File: src/rtl/adc5g_cal_pkg.sv
// adc5g_cal_pkg: shared FSM state encoding and ramp constants for the tap calibrator.
package adc5g_cal_pkg;

    typedef enum logic [3:0] {
        IDLE, RST, SETTLE, DWELL, EVAL, STEP, CENTER, MOVE, FAILST, FINISH
    } cal_state_t;

    localparam int RAMP_INC = 1;

endpackage

File: src/rtl/adc5g_tap_cal_ctrl_g2b.sv
// adc5g_gray2bin: parameterised Gray-to-binary converter.
module adc5g_gray2bin #(
    parameter int W = 4
) (
    input  logic [W-1:0] gray,
    output logic [W-1:0] bin
);

    for (genvar i = 0; i < W; i++) begin : g_bit
        assign bin[i] = ^gray[W-1:i];
    end

endmodule

File: src/rtl/adc5g_tap_cal_ctrl.sv
// adc5g_tap_cal_ctrl: sweeps the lane delay over all taps, checks the Gray test ramp
// at each tap and parks the delay at the centre of the longest clean window.
module adc5g_tap_cal_ctrl
    import adc5g_cal_pkg::*;
#(
    parameter int DATA_WIDTH = 4,
    parameter int TAP_BITS   = 5,
    parameter int DWELL_LOG2 = 8,
    parameter int SETTLE_CYC = 16,
    parameter int MIN_EYE    = 4
) (
    input  logic                clk,
    input  logic                rst_n,
    input  logic                start,
    input  logic [DATA_WIDTH-1:0] gc_data,
    input  logic                gc_valid,
    output logic                dly_rst,
    output logic                dly_inc,
    output logic                busy,
    output logic                done,
    output logic                fail,
    output logic [TAP_BITS-1:0] tap_sel,
    output logic [TAP_BITS-1:0] eye_start,
    output logic [TAP_BITS:0]   eye_len
);

    localparam int SW = $clog2(SETTLE_CYC + 1);
    localparam logic [TAP_BITS-1:0] TAP_MAX = '1;

    cal_state_t              state;
    logic [SW-1:0]           settle_cnt;
    logic [DWELL_LOG2-1:0]   dwell_cnt;
    logic [DATA_WIDTH-1:0]   prev;
    logic [DATA_WIDTH-1:0]   bin;
    logic                    err;
    logic                    ramp_bad;
    logic [TAP_BITS:0]       run;
    logic [TAP_BITS:0]       best;
    logic [TAP_BITS-1:0]     best_start;
    logic [TAP_BITS-1:0]     target;
    logic                    mv_armed;

    adc5g_gray2bin #(.W(DATA_WIDTH)) u_g2b (
        .gray (gc_data),
        .bin  (bin)
    );

    assign ramp_bad = bin != (prev + DATA_WIDTH'(RAMP_INC));

    always_ff @(posedge clk or negedge rst_n) begin
        if (!rst_n) begin
            state      <= IDLE;
            dly_rst    <= 1'b0;
            dly_inc    <= 1'b0;
            busy       <= 1'b0;
            done       <= 1'b0;
            fail       <= 1'b0;
            tap_sel    <= '0;
            eye_start  <= '0;
            eye_len    <= '0;
            settle_cnt <= '0;
            dwell_cnt  <= '0;
            prev       <= '0;
            err        <= 1'b0;
            run        <= '0;
            best       <= '0;
            best_start <= '0;
            target     <= '0;
            mv_armed   <= 1'b0;
        end else begin
            dly_rst <= 1'b0;
            dly_inc <= 1'b0;
            case (state)
                IDLE: if (start) begin
                    busy  <= 1'b1;
                    done  <= 1'b0;
                    fail  <= 1'b0;
                    state <= RST;
                end
                RST: begin
                    dly_rst    <= 1'b1;
                    tap_sel    <= '0;
                    run        <= '0;
                    best       <= '0;
                    best_start <= '0;
                    settle_cnt <= '0;
                    state      <= SETTLE;
                end
                SETTLE: begin
                    settle_cnt <= settle_cnt + 1'b1;
                    dwell_cnt  <= '0;
                    err        <= 1'b0;
                    if (settle_cnt == SW'(SETTLE_CYC - 1)) state <= DWELL;
                end
                // first valid sample of a dwell only seeds prev
                DWELL: if (gc_valid) begin
                    prev      <= bin;
                    dwell_cnt <= dwell_cnt + 1'b1;
                    if (dwell_cnt != '0 && ramp_bad) err <= 1'b1;
                    if (dwell_cnt == '1) state <= EVAL;
                end
                EVAL: begin
                    run <= err ? '0 : run + 1'b1;
                    if (!err && run + 1'b1 > best) begin
                        best       <= run + 1'b1;
                        best_start <= tap_sel - run[TAP_BITS-1:0];
                    end
                    state <= (tap_sel == TAP_MAX) ? CENTER : STEP;
                end
                STEP: begin
                    dly_inc    <= 1'b1;
                    tap_sel    <= tap_sel + 1'b1;
                    settle_cnt <= '0;
                    state      <= SETTLE;
                end
                CENTER: begin
                    target   <= best_start + best[TAP_BITS:1];
                    mv_armed <= 1'b0;
                    state    <= (best < (TAP_BITS+1)'(MIN_EYE)) ? FAILST : MOVE;
                end
                MOVE: begin
                    if (!mv_armed) begin
                        dly_rst  <= 1'b1;
                        tap_sel  <= '0;
                        mv_armed <= 1'b1;
                    end else if (tap_sel != target) begin
                        dly_inc <= 1'b1;
                        tap_sel <= tap_sel + 1'b1;
                    end else begin
                        state <= FINISH;
                    end
                end
                FAILST: begin
                    dly_rst <= 1'b1;
                    tap_sel <= '0;
                    fail    <= 1'b1;
                    state   <= FINISH;
                end
                FINISH: begin
                    busy      <= 1'b0;
                    done      <= 1'b1;
                    eye_start <= best_start;
                    eye_len   <= best;
                    state     <= IDLE;
                end
                default: state <= IDLE;
            endcase
        end
    end

endmodule
File: config.mk
export PLATFORM = sky130hd
export DESIGN_NAME = adc5g_tap_cal_ctrl
export DESIGN_NICKNAME = d
export VERILOG_FILES = /design/src/rtl/adc5g_cal_pkg.sv /design/src/rtl/adc5g_tap_cal_ctrl_g2b.sv /design/src/rtl/adc5g_tap_cal_ctrl.sv
export SDC_FILE = /design/constraint.sdc
export NUM_CORES = 1
export LEC_CHECK = 0
export CAP_MARGIN = 10
export CORE_MARGIN = 3
export CORE_UTILIZATION = 63
export CTS_CLUSTER_DIAMETER = 200
export DETAILED_ROUTE_END_ITERATION = 10
export MAX_ROUTING_LAYER = met4
export PLACE_DENSITY = 0.87
export SYNTH_ARGS = -nofsm -noshare
export SYNTH_HDL_FRONTEND = slang
export SYNTH_SLANG_ARGS = --single-unit
File: constraint.sdc
create_clock -name clk -period 4.45 [get_ports clk]
set_clock_uncertainty 0.05 [all_clocks]
set_input_delay 0.6675 -clock clk [delete_from_list [all_inputs] [get_ports clk]]
set_output_delay 0.6675 -clock clk [all_outputs]
set_load 0.1 [all_outputs]
Word level (Yosys, flattened, before mapping)

Index checks and enable logic that the tools add are counted.

Word-level logic and storage cells: 110
Output and inout bits: 21
Register bits after elaboration: 66

Reductions and logical operators: 25
Equal/unequal tests: 23
Order comparisons: 2
Muxes and demuxes: 35
Add/subtract/negate cells: 7

Operators by type and width:

| kind                                                                   | count |
|---|---|
| 4-bit one-hot mux with 8 select lines                                  | 1 |
| 4-bit two-way mux                                                      | 7 |
| 6-bit one-hot mux with 2 select lines                                  | 2 |
| 5-bit one-hot mux with 2 select lines                                  | 2 |
| 4-bit by 3-bit equality test with 1-bit output (second input constant) | 4 |
| 2-bit != test (second input constant)                                  | 8 |
| 8-bit one-hot mux with 2 select lines                                  | 1 |
| 5-bit two-way mux                                                      | 3 |
| 5-bit one-hot mux with 3 select lines                                  | 1 |
| 1-bit one-hot mux with 2 select lines                                  | 7 |
| 6-bit two-way mux                                                      | 2 |
| 2-bit AND reduction                                                    | 6 |
| 2-bit nonzero test                                                     | 6 |
| 5-bit by 1-bit adder with 5-bit output (second input constant)         | 2 |
| 8-bit by 1-bit adder with 8-bit output (second input constant)         | 1 |
| 4-bit by 2-bit equality test with 1-bit output (second input constant) | 2 |
| 4-bit equality test (second input constant)                            | 2 |
| 8-bit equality test (second input constant)                            | 1 |
| 8-bit two-way mux                                                      | 1 |
| 8-bit nonzero test                                                     | 1 |
| 1-bit two-way mux                                                      | 7 |
| 6-bit by 1-bit adder with 6-bit output (second input constant)         | 1 |
| 6-bit greater-than comparator                                          | 1 |
| 6-bit by 3-bit < comparator with 1-bit output (second input constant)  | 1 |
| other kinds (20)                                                       | 22 |

Depth between registers and ports, before layout

Gate-level depths: netlist (run 1).

Word-level depth: 6
Depth in mapped cells: 10
Gate-level depth less buffers: 9

Cells and area by module

From an unflattened synthesis (run 1), not the netlist that was laid out.

Cell total of the unflattened synthesis: 371
Area, all modules: 3697.3 um^2

By module, submodules not included:

| module             | area an instance (um^2) | instances | cells each |
|---|---|---|---|
| adc5g_tap_cal_ctrl | 3647.2                  | 1         | 366 |
| adc5g_gray2bin     | 50.0                    | 1         | 5 |

Least setup slack after synthesis (run 1)

No wires, ideal clock.

Kind: flip-flop to flip-flop
Start point: reg tap_sel[1]
End point: reg state[0]
Stages on the path, launching flop included: 8
Slack: 2113 ps
Arrival: 2168 ps
Buffers on the path: 0
Path through: dfrtp_1 -> ha_1 -> and3_1 -> ha_1 -> o21ai_0 -> a22oi_1 -> o211ai_1 -> o21a_1

Cells in the longest elaborated chain, start to end: 3
Elaborated cells between the ends (all ways): 6
Classes of those cells: 3 x eq/ne; 2 x mux; 1 x reduce/logical

Ends and longest elaborated chain:

| item                                                                                | RTL line                                             | RTL |
|---|---|---|
| start: declaration                                                                  | adc5g_tap_cal_ctrl.sv:22                             | `output logic [TAP_BITS-1:0] tap_sel,` |
| start signal: assignment                                                            | adc5g_tap_cal_ctrl.sv:112                            | `tap_sel <= tap_sel + 1'b1;` |
| start signal: assignment                                                            | adc5g_tap_cal_ctrl.sv:128                            | `tap_sel <= tap_sel + 1'b1;` |
| 5-bit equality test / 5-bit != test (equally long branches)                         | adc5g_tap_cal_ctrl.sv:108, adc5g_tap_cal_ctrl.sv:126 |  |
| 2-bit two-way mux / 2-bit != test (equally long branches)                           | n/a                                                  |  |
| 4-bit one-hot mux with 8 select lines / 6-bit AND reduction (equally long branches) | n/a                                                  |  |
| end signal: assignment                                                              | adc5g_tap_cal_ctrl.sv:108                            | `state <= (tap_sel == TAP_MAX) ? CENTER : STEP;` |
| end signal: assignment                                                              | adc5g_tap_cal_ctrl.sv:119                            | `state <= (best < (TAP_BITS+1)'(MIN_EYE)) ? FAILST : MOVE;` |
| end: declaration                                                                    | adc5g_tap_cal_ctrl.sv:30                             | `cal_state_t state;` |

Several ways; a longest one is shown, not always the timed one.
A chain may end at the register's enable or synchronous reset.

Worst setup path after layout (run 1)

Start point: reg run[0]
End point: reg best_start[3]

Cells in the longest elaborated chain, start to end: 5
Elaborated cells between the ends (all ways): 8
Classes of those cells: 2 x add/sub; 1 x order compare; 1 x eq/ne; 2 x mux; 2 x reduce/logical

Ends and longest elaborated chain:

| item                                   | RTL line                  | RTL |
|---|---|---|
| start: declaration                     | adc5g_tap_cal_ctrl.sv:37  | `logic [TAP_BITS:0] run;` |
| start signal: assignment               | adc5g_tap_cal_ctrl.sv:103 | `run <= err ? '0 : run + 1'b1;` |
| 6-bit by 1-bit adder with 6-bit output | adc5g_tap_cal_ctrl.sv:104 | `if (!err && run + 1'b1 > best) begin` |
| 6-bit greater-than comparator          | adc5g_tap_cal_ctrl.sv:104 |  |
| 1-bit logical AND                      | adc5g_tap_cal_ctrl.sv:104 |  |
| 2-bit != test (no source line)         | n/a                       |  |
| 2-bit AND reduction (no source line)   | n/a                       |  |
| end signal: assignment                 | adc5g_tap_cal_ctrl.sv:106 | `best_start <= tap_sel - run[TAP_BITS-1:0];` |
| end: declaration                       | adc5g_tap_cal_ctrl.sv:39  | `logic [TAP_BITS-1:0] best_start;` |

Several ways; a longest one is shown, not always the timed one. The select of a mux whose other input is x is not followed.

==> results of run 1 <==
through the flow:
stage | area [um^2] | power (mW) | util
final | 4240 | 2.13 | 0.756
after global routing | 4240 | 2.27 | 0.756
after CTS | 4240 | 2.14 | 0.756
after detailed placement | 4040 | 1.61 | 0.720
after global placement | 4040 | 1.59 | 0.720
after floorplan | 3710 | 1.44 | -
synthesized netlist by cell type, drive strengths merged (2+ instances only):
library cell / number / area, um^2
fa: 2 / 40.0
nand3b: 2 / 15.0
o21a: 2 / 15.0
a211oi: 2 / 15.0
o2111ai: 3 / 32.5
o41ai: 2 / 25.0
a21oi: 10 / 50.1
nand3: 9 / 50.1
or3: 4 / 25.0
nand4: 7 / 43.8
nor2b: 2 / 12.5
buf: 10 / 50.1
a22o: 6 / 52.6
mux2: 14 / 158
nor4b: 3 / 47.5
nor3: 4 / 20.0
nand2b: 3 / 18.8
nor2: 20 / 75.1
and3: 5 / 31.3
xnor2: 17 / 149
ha: 22 / 275
a21o: 3 / 22.5
xor2: 16 / 140
inv: 22 / 82.6
nand2: 53 / 199
dfrtp: 66 / 1650
clkbuf: 3 / 11.3
o21ai: 22 / 110
a31oi: 3 / 18.8
o211ai: 2 / 15.0
mux2i: 12 / 120
cell type report:
class,instances,area [um^2],share of cell area
Multi-Input combinational cell,266,1910,0.451
Tap cell,72,90.1,0.0213
Clock buffer,11,151,0.0357
Inverter,22,82.6,0.0195
Sequential cell,66,1650,0.390
Timing Repair Buffer,31,298,0.0702
Clock inverter,5,52.6,0.0124
worst paths after layout:
kind	from	endpoint	slack, ns	cells past startpoint
max in group asynchronous	rst_n	settle_cnt[3]	3.08	2
worst max-delay path	run[0]	best_start[3]	1.49	9
worst min register to register	prev[3]	prev[3]	0.46	2
worst max register to register	run[0]	best_start[3]	1.49	9
worst min-delay path	rst_n	eye_start[1]	0.35	1
min in group clk	prev[3]	prev[3]	0.46	2
cell usage in the layout (no fill, tap or decap), types with 3 or more instances in the layout:
cell             instances
a21o_1                   3
a21oi_1                 10
a22o_1                   6
a31oi_1                  3
and3_1                   5
buf_4                    3
clkbuf_8                11
clkdlybuf4s50_1         27
clkinv_2                 3
dfrtp_1                 66
ha_1                    22
inv_1                   22
mux2_2                  14
mux2i_1                 12
nand2_1                 53
nand2b_1                 3
nand3_1                  8
nand4_1                  7
nor2_1                  20
nor3_1                   4
o21ai_0                 22
or3_1                    4
xnor2_1                 17
xor2_1                  16
power groups by stage:
stage	Clock [mW]	Combinational (mW)	Sequential, mW
3_3_place_gp	0	0.751	0.835
3_5_place_dp	0	0.770	0.842
6_report	0.514	0.783	0.836
5_1_grt	0.550	0.866	0.856
4_1_cts	0.521	0.782	0.833
2_1_floorplan	0	0.558	0.879
routing by layer:
layer / vias to the layer above / track usage
met2: 87 / 0.389
met5: - / -
met4: 0 / 0.0997
met1: 1413 / 0.375
li1: 1348 / -
met3: 15 / 0.0390
flip-flops by register name (all words and copies together) (netlist names):
signal	flops
mv_armed	1
dly_inc	1
run	6
prev	4
best	6
state	4
tap_sel	5
eye_start	5
busy	1
dwell_cnt	8
err	1
settle_cnt	5
target	5
eye_len	6
dly_rst	1
done	1
fail	1
best_start	5
kinds of logic after synthesis:
| logic type | synth area share |
|---|---|
| xor gates and xnor gates | 0.0779 |
| DFF | 0.445 |
| AOI/OAI and AO/OA | 0.117 |
| buffers and inverters | 0.0388 |
| adders and majority gates | 0.0850 |
| and+or+nand+nor | 0.161 |
| muxes | 0.0749 |
==> run summary, run 1 <==
Layout Nets -> 428
DRT Pass-1 Iters -> 5
Static Leak -> 1.92 nW
Final worst path period need -> 2.96 ns
Met3 WL -> 385 um
GRT Util Overall -> 0.265
Setup_tns -> 0 ns
Post-synthesis sequential area ratio -> 0.445
Mapped cell area -> 3710 um^2
Fin cells -> 473
Synth warnings -> 0
Die area -> 6840 um^2
Startpoint Class -> flop
Slowest stage delay, CP -> 0.84 ns
Hpwl dp -> 5590 um
Maximum fanout along the worst path -> 11
Crit path DAT -> 3.09 ns
Vias per cell -> 6.05
Sequential share of power -> 0.392
Num Clock Sinks -> 66
Core Region -> 5610 um^2
First-pass GRT wire length -> 13,100 um
RSZ-0062 raised after global routing -> false
Clock power frac -> 0.241
Antenna Cells -> 0
Min-Delay Path Class -> in2async
Final hold slack -> 0.346 ns
Final wirelength -> 7900 um
Yosys cell types -> 54
Prevailing post-synth register cell -> dfrtp_1
Buffers and inverters on the worst path -> 0
Bufs on Longest Clock Path -> 2
Largest net degree at the start of global routing -> 35
Vias in the first global route -> 2,714
Met2 Routed Length -> 3600 um
Top layer in use -> met4
TritonCTS clock tree -> yes
H-tree Lvls -> 3
Psw -> 0.866 mW
Setup violations, final -> 0
Syn avg cell area -> 10.1 um^2
Crit share post-route -> 0.665
Status -> complete, no violations
Ports -> 29
Inst Count DP -> 457
Setup CP Type -> reg2reg
Initial Util -> 0.661
Slowest-stage cell, CP -> nor2_1
Clk root buf -> clkbuf_8
Initial drt markers -> 227
Vias -> 2,863
Cell family with most CP delay -> simple AND/OR/NAND/NOR gates
Share of layout cells above drive strength 1 -> 0.105
Worst slew margin -> 0.265
Routability cong. -> 0.881
P_int -> 1.27 mW
Wire per inst -> 16.7 um
DP Worst Slack -> 1.54 ns
Worst Max-Slew Pin Slew -> 1.10 ns
Row cnt -> 27
Mapped Cells -> 367
Slew Limit Fails -> 0
Die H -> 82.7 um
Gates resized, CTS repair -> 0
Endpoint class of the critical path -> flop
Post-CTS setup buffers -> 0
PnR worst setup slack -> 1.49 ns
Max-cap violations -> 0
DRT antenna net count -> 0
Clock-pin slew on the worst setup and hold paths -> 0.07 ns
TritonCTS buffer count -> 9
Synthesis-to-finish area growth -> 14.3%
Grt total ovfl -> 0
Logic gate share of total power -> 0.367
Worst-path cell chain -> nand3_1, nor2_1, xor2_1, ha_1, and3_1, nand4_1, nand2_1, nor2_1, o21ai_0
Hold Vio Cnt, Final -> 0
Clock latency on the worst-skew pair -> 0.34 ns
Post-synth ARST share -> 1.00
FMAX -> 338 MHz
EDFF count, synth -> 0
Remaining DRCs -> 0
CTS Hold Bufs -> 0
Fill cell count -> 381
Sw frac -> 0.406
IO buf count -> 28
CP required -> 4.58 ns
DIE WIDTH -> 82.7 um
M1 WL -> 3800 um
VDD IR max -> 0.000422 V
Most used cell along the critical path -> nor2_1
Synthesized Nets -> 399
#FFs+latches synth -> 66
Antenna violations before repair -> 0
P per Cell Area -> 503 nW/um^2
Power figures use the tool's default switching activity.
==> run 2: changes to the inputs <==
CORE_UTILIZATION = 53   (was 63)
PLACE_DENSITY = 0.78   (was 0.87)
clock period = 2.7 ns   (was 4.45 ns; I/O delays follow)
==> run 2 against run 1 <==
Die area increased by 17%. Sequential power up 52%. Non-clock buffer count rose by 14. Final area increased by 1.6%. Highest routed layer unchanged. Critical path depth stayed put. Sequential share of layout area shrank 0.61 points. Count of clock-buffer cells in the layout rose by 1. Critical endpoint is now best[2].
==> run summary, run 2 (same netlist as run 1, synthesis figures left out) <==
Routability cong. -> 0.881 (about the same)
Ports -> 29 (unchanged)
TritonCTS buffer count -> 9 (unchanged)
Startpoint Class -> flop (unchanged)
Most common cell after layout, fill and taps aside -> dfrtp_1 (unchanged)
Crit share post-route -> 0.910 (was 0.665)
Most frequent cells in the layout -> 66 x dfrtp_1, 53 x nand2_1, 38 x buf_4 (was 66 x dfrtp_1, 53 x nand2_1, 27 x clkdlybuf4s50_1)
Clock-pin slew on the worst setup and hold paths -> 0.07 ns (about the same)
VDD IR max -> 0.000509 V (was 0.000422 V)
Core Region -> 6570 um^2 (was 5610 um^2)
H-tree Lvls -> 3 (unchanged)
CTS Hold Bufs -> 0 (unchanged)
Post-CTS setup buffers -> 0 (unchanged)
RSZ-0062 raised after global routing -> false (unchanged)
Hpwl dp -> 5400 um (was 5590 um)
Remaining DRCs -> 0 (unchanged)
Setup CP Type -> reg2reg (unchanged)
Setup_tns -> 0 ns (unchanged)
IO buf count -> 28 (unchanged)
Clk root buf -> clkbuf_8 (unchanged)
Largest net degree at the start of global routing -> 67 (was 35)
CP required -> 2.86 ns (was 4.58 ns)
TritonCTS clock tree -> yes (unchanged)
Share of layout cells above drive strength 1 -> 0.181 (was 0.105)
DRT antenna net count -> 0 (unchanged)
Wire per inst -> 15.0 um (was 16.7 um)
Worst Max-Slew Pin Slew -> 0.835 ns (was 1.10 ns)
Vias -> 2,779 (was 2,863)
Die H -> 89.7 um (was 82.7 um)
Crit path DAT -> 2.62 ns (was 3.09 ns)
Hold Vio Cnt, Final -> 0 (unchanged)
DIE WIDTH -> 89.7 um (was 82.7 um)
Max-cap violations -> 0 (unchanged)
Bufs on Longest Clock Path -> 2 (unchanged)
Status -> complete, no violations (unchanged)
Final worst path period need -> 2.46 ns (was 2.96 ns)
Setup violations, final -> 0 (unchanged)
Slew Limit Fails -> 0 (unchanged)
GRT Util Overall -> 0.223 (was 0.265)
Initial Util -> 0.565 (was 0.661)
Num Clock Sinks -> 66 (unchanged)
Initial drt markers -> 222 (was 227)
Layout Nets -> 442 (was 428)
Vias in the first global route -> 2,792 (was 2,714)
FMAX -> 407 MHz (was 338 MHz)
Grt total ovfl -> 0 (unchanged)
Final hold slack -> 0.186 ns (was 0.346 ns)
Final core occ -> 0.656 (was 0.756)
Min-Delay Path Class -> in2async (unchanged)
Synthesis-to-finish area growth -> 16.1% (was 14.3%)
Vias per cell -> 5.48 (was 6.05)
Fill cell count -> 517 (was 381)
DRT Pass-1 Iters -> 4 (was 5)
First-pass GRT wire length -> 13,400 um (was 13,100 um)
Endpoint class of the critical path -> flop (unchanged)
Die area -> 8040 um^2 (was 6840 um^2)
P per Cell Area -> 820 nW/um^2 (was 503 nW/um^2)
Largest reg by FF count -> dwell_cnt (unchanged)
Antenna Cells -> 0 (unchanged)
Clock latency on the worst-skew pair -> 0.34 ns (about the same)
Row cnt -> 29 (was 27)
Worst slew margin -> 0.443 (was 0.265)
Max FFs per register -> 8 (unchanged)
Antenna violations before repair -> 0 (unchanged)
Static Leak -> 2.02 nW (was 1.92 nW)
Final wirelength -> 7630 um (was 7900 um)
Maximum fanout along the worst path -> 11 (unchanged)
-- run 2: repair_timing --
action / in CTS / in global routing
setup endpoints to repair: 11 / 1
gates resized for setup: 1 / 1
cloned: 0 / 0
pin swaps: 0 / 0
-- run 2: critical path, cell delays in order, from the launching register on --
cell and delay (ns):
dfrtp_1 0.41, ha_1 0.20, nand3_1 0.11, xnor2_1 0.28, ha_1 0.32, o21ai_0 0.16
nor2_1 0.07, nor3_1 0.39, nor2_4 0.18, mux2i_1 0.16
-- run 2: routing by layer --
metal	share of wire	vias to the layer above	global-route usage
li1	-	1364	-
met1	0.46	1341	0.302
met2	0.47	64	0.334
met3	0.051	10	0.0447
met4	0.013	0	0.0812
met5	0	-	-
-- run 2: power breakdown --
part	switching, mW	internal [mW]	total, mW
sequential	0.137	1.13	1.27
clock	0.361	0.444	0.805
combinational	0.919	0.537	1.46
-- run 2: cell type report --
type                            count  area (um^2)  share of cell area
Sequential cell                    66         1650               0.383
Multi-Input combinational cell    266         1920               0.446
Tap cell                           93          116              0.0270
Timing Repair Buffer               45          350              0.0813
Clock inverter                      3         40.0             0.00930
Clock buffer                       12          145              0.0337
Inverter                           22         82.6              0.0192
-- run 2: path summary, 6_finish.rpt --
check / startpoint / end / slack (ns) / cells after the start
hold / removal: rst_n / dwell_cnt[3] / 0.19 / 2
setup reg to reg: run[1] / best[2] / 0.24 / 9
setup / recovery: run[1] / best[2] / 0.24 / 9
hold reg to reg: busy / busy / 0.45 / 2
max in group asynchronous: rst_n / busy / 1.85 / 2
min in group clk: busy / busy / 0.45 / 2
-- run 2: through the flow --
stage | area [um^2] | std cells | setup slack, ns | power, mW
after floorplan | 3710 | 367 | 0.363 | 2.37
after global placement | 4110 | 492 | 0.0116 | 2.69
after detailed placement | 4110 | 492 | -0.117 | 2.73
after CTS | 4300 | 507 | 0.204 | 3.54
after global routing | 4310 | 507 | 0.0348 | 3.80
final | 4310 | 507 | 0.243 | 3.53
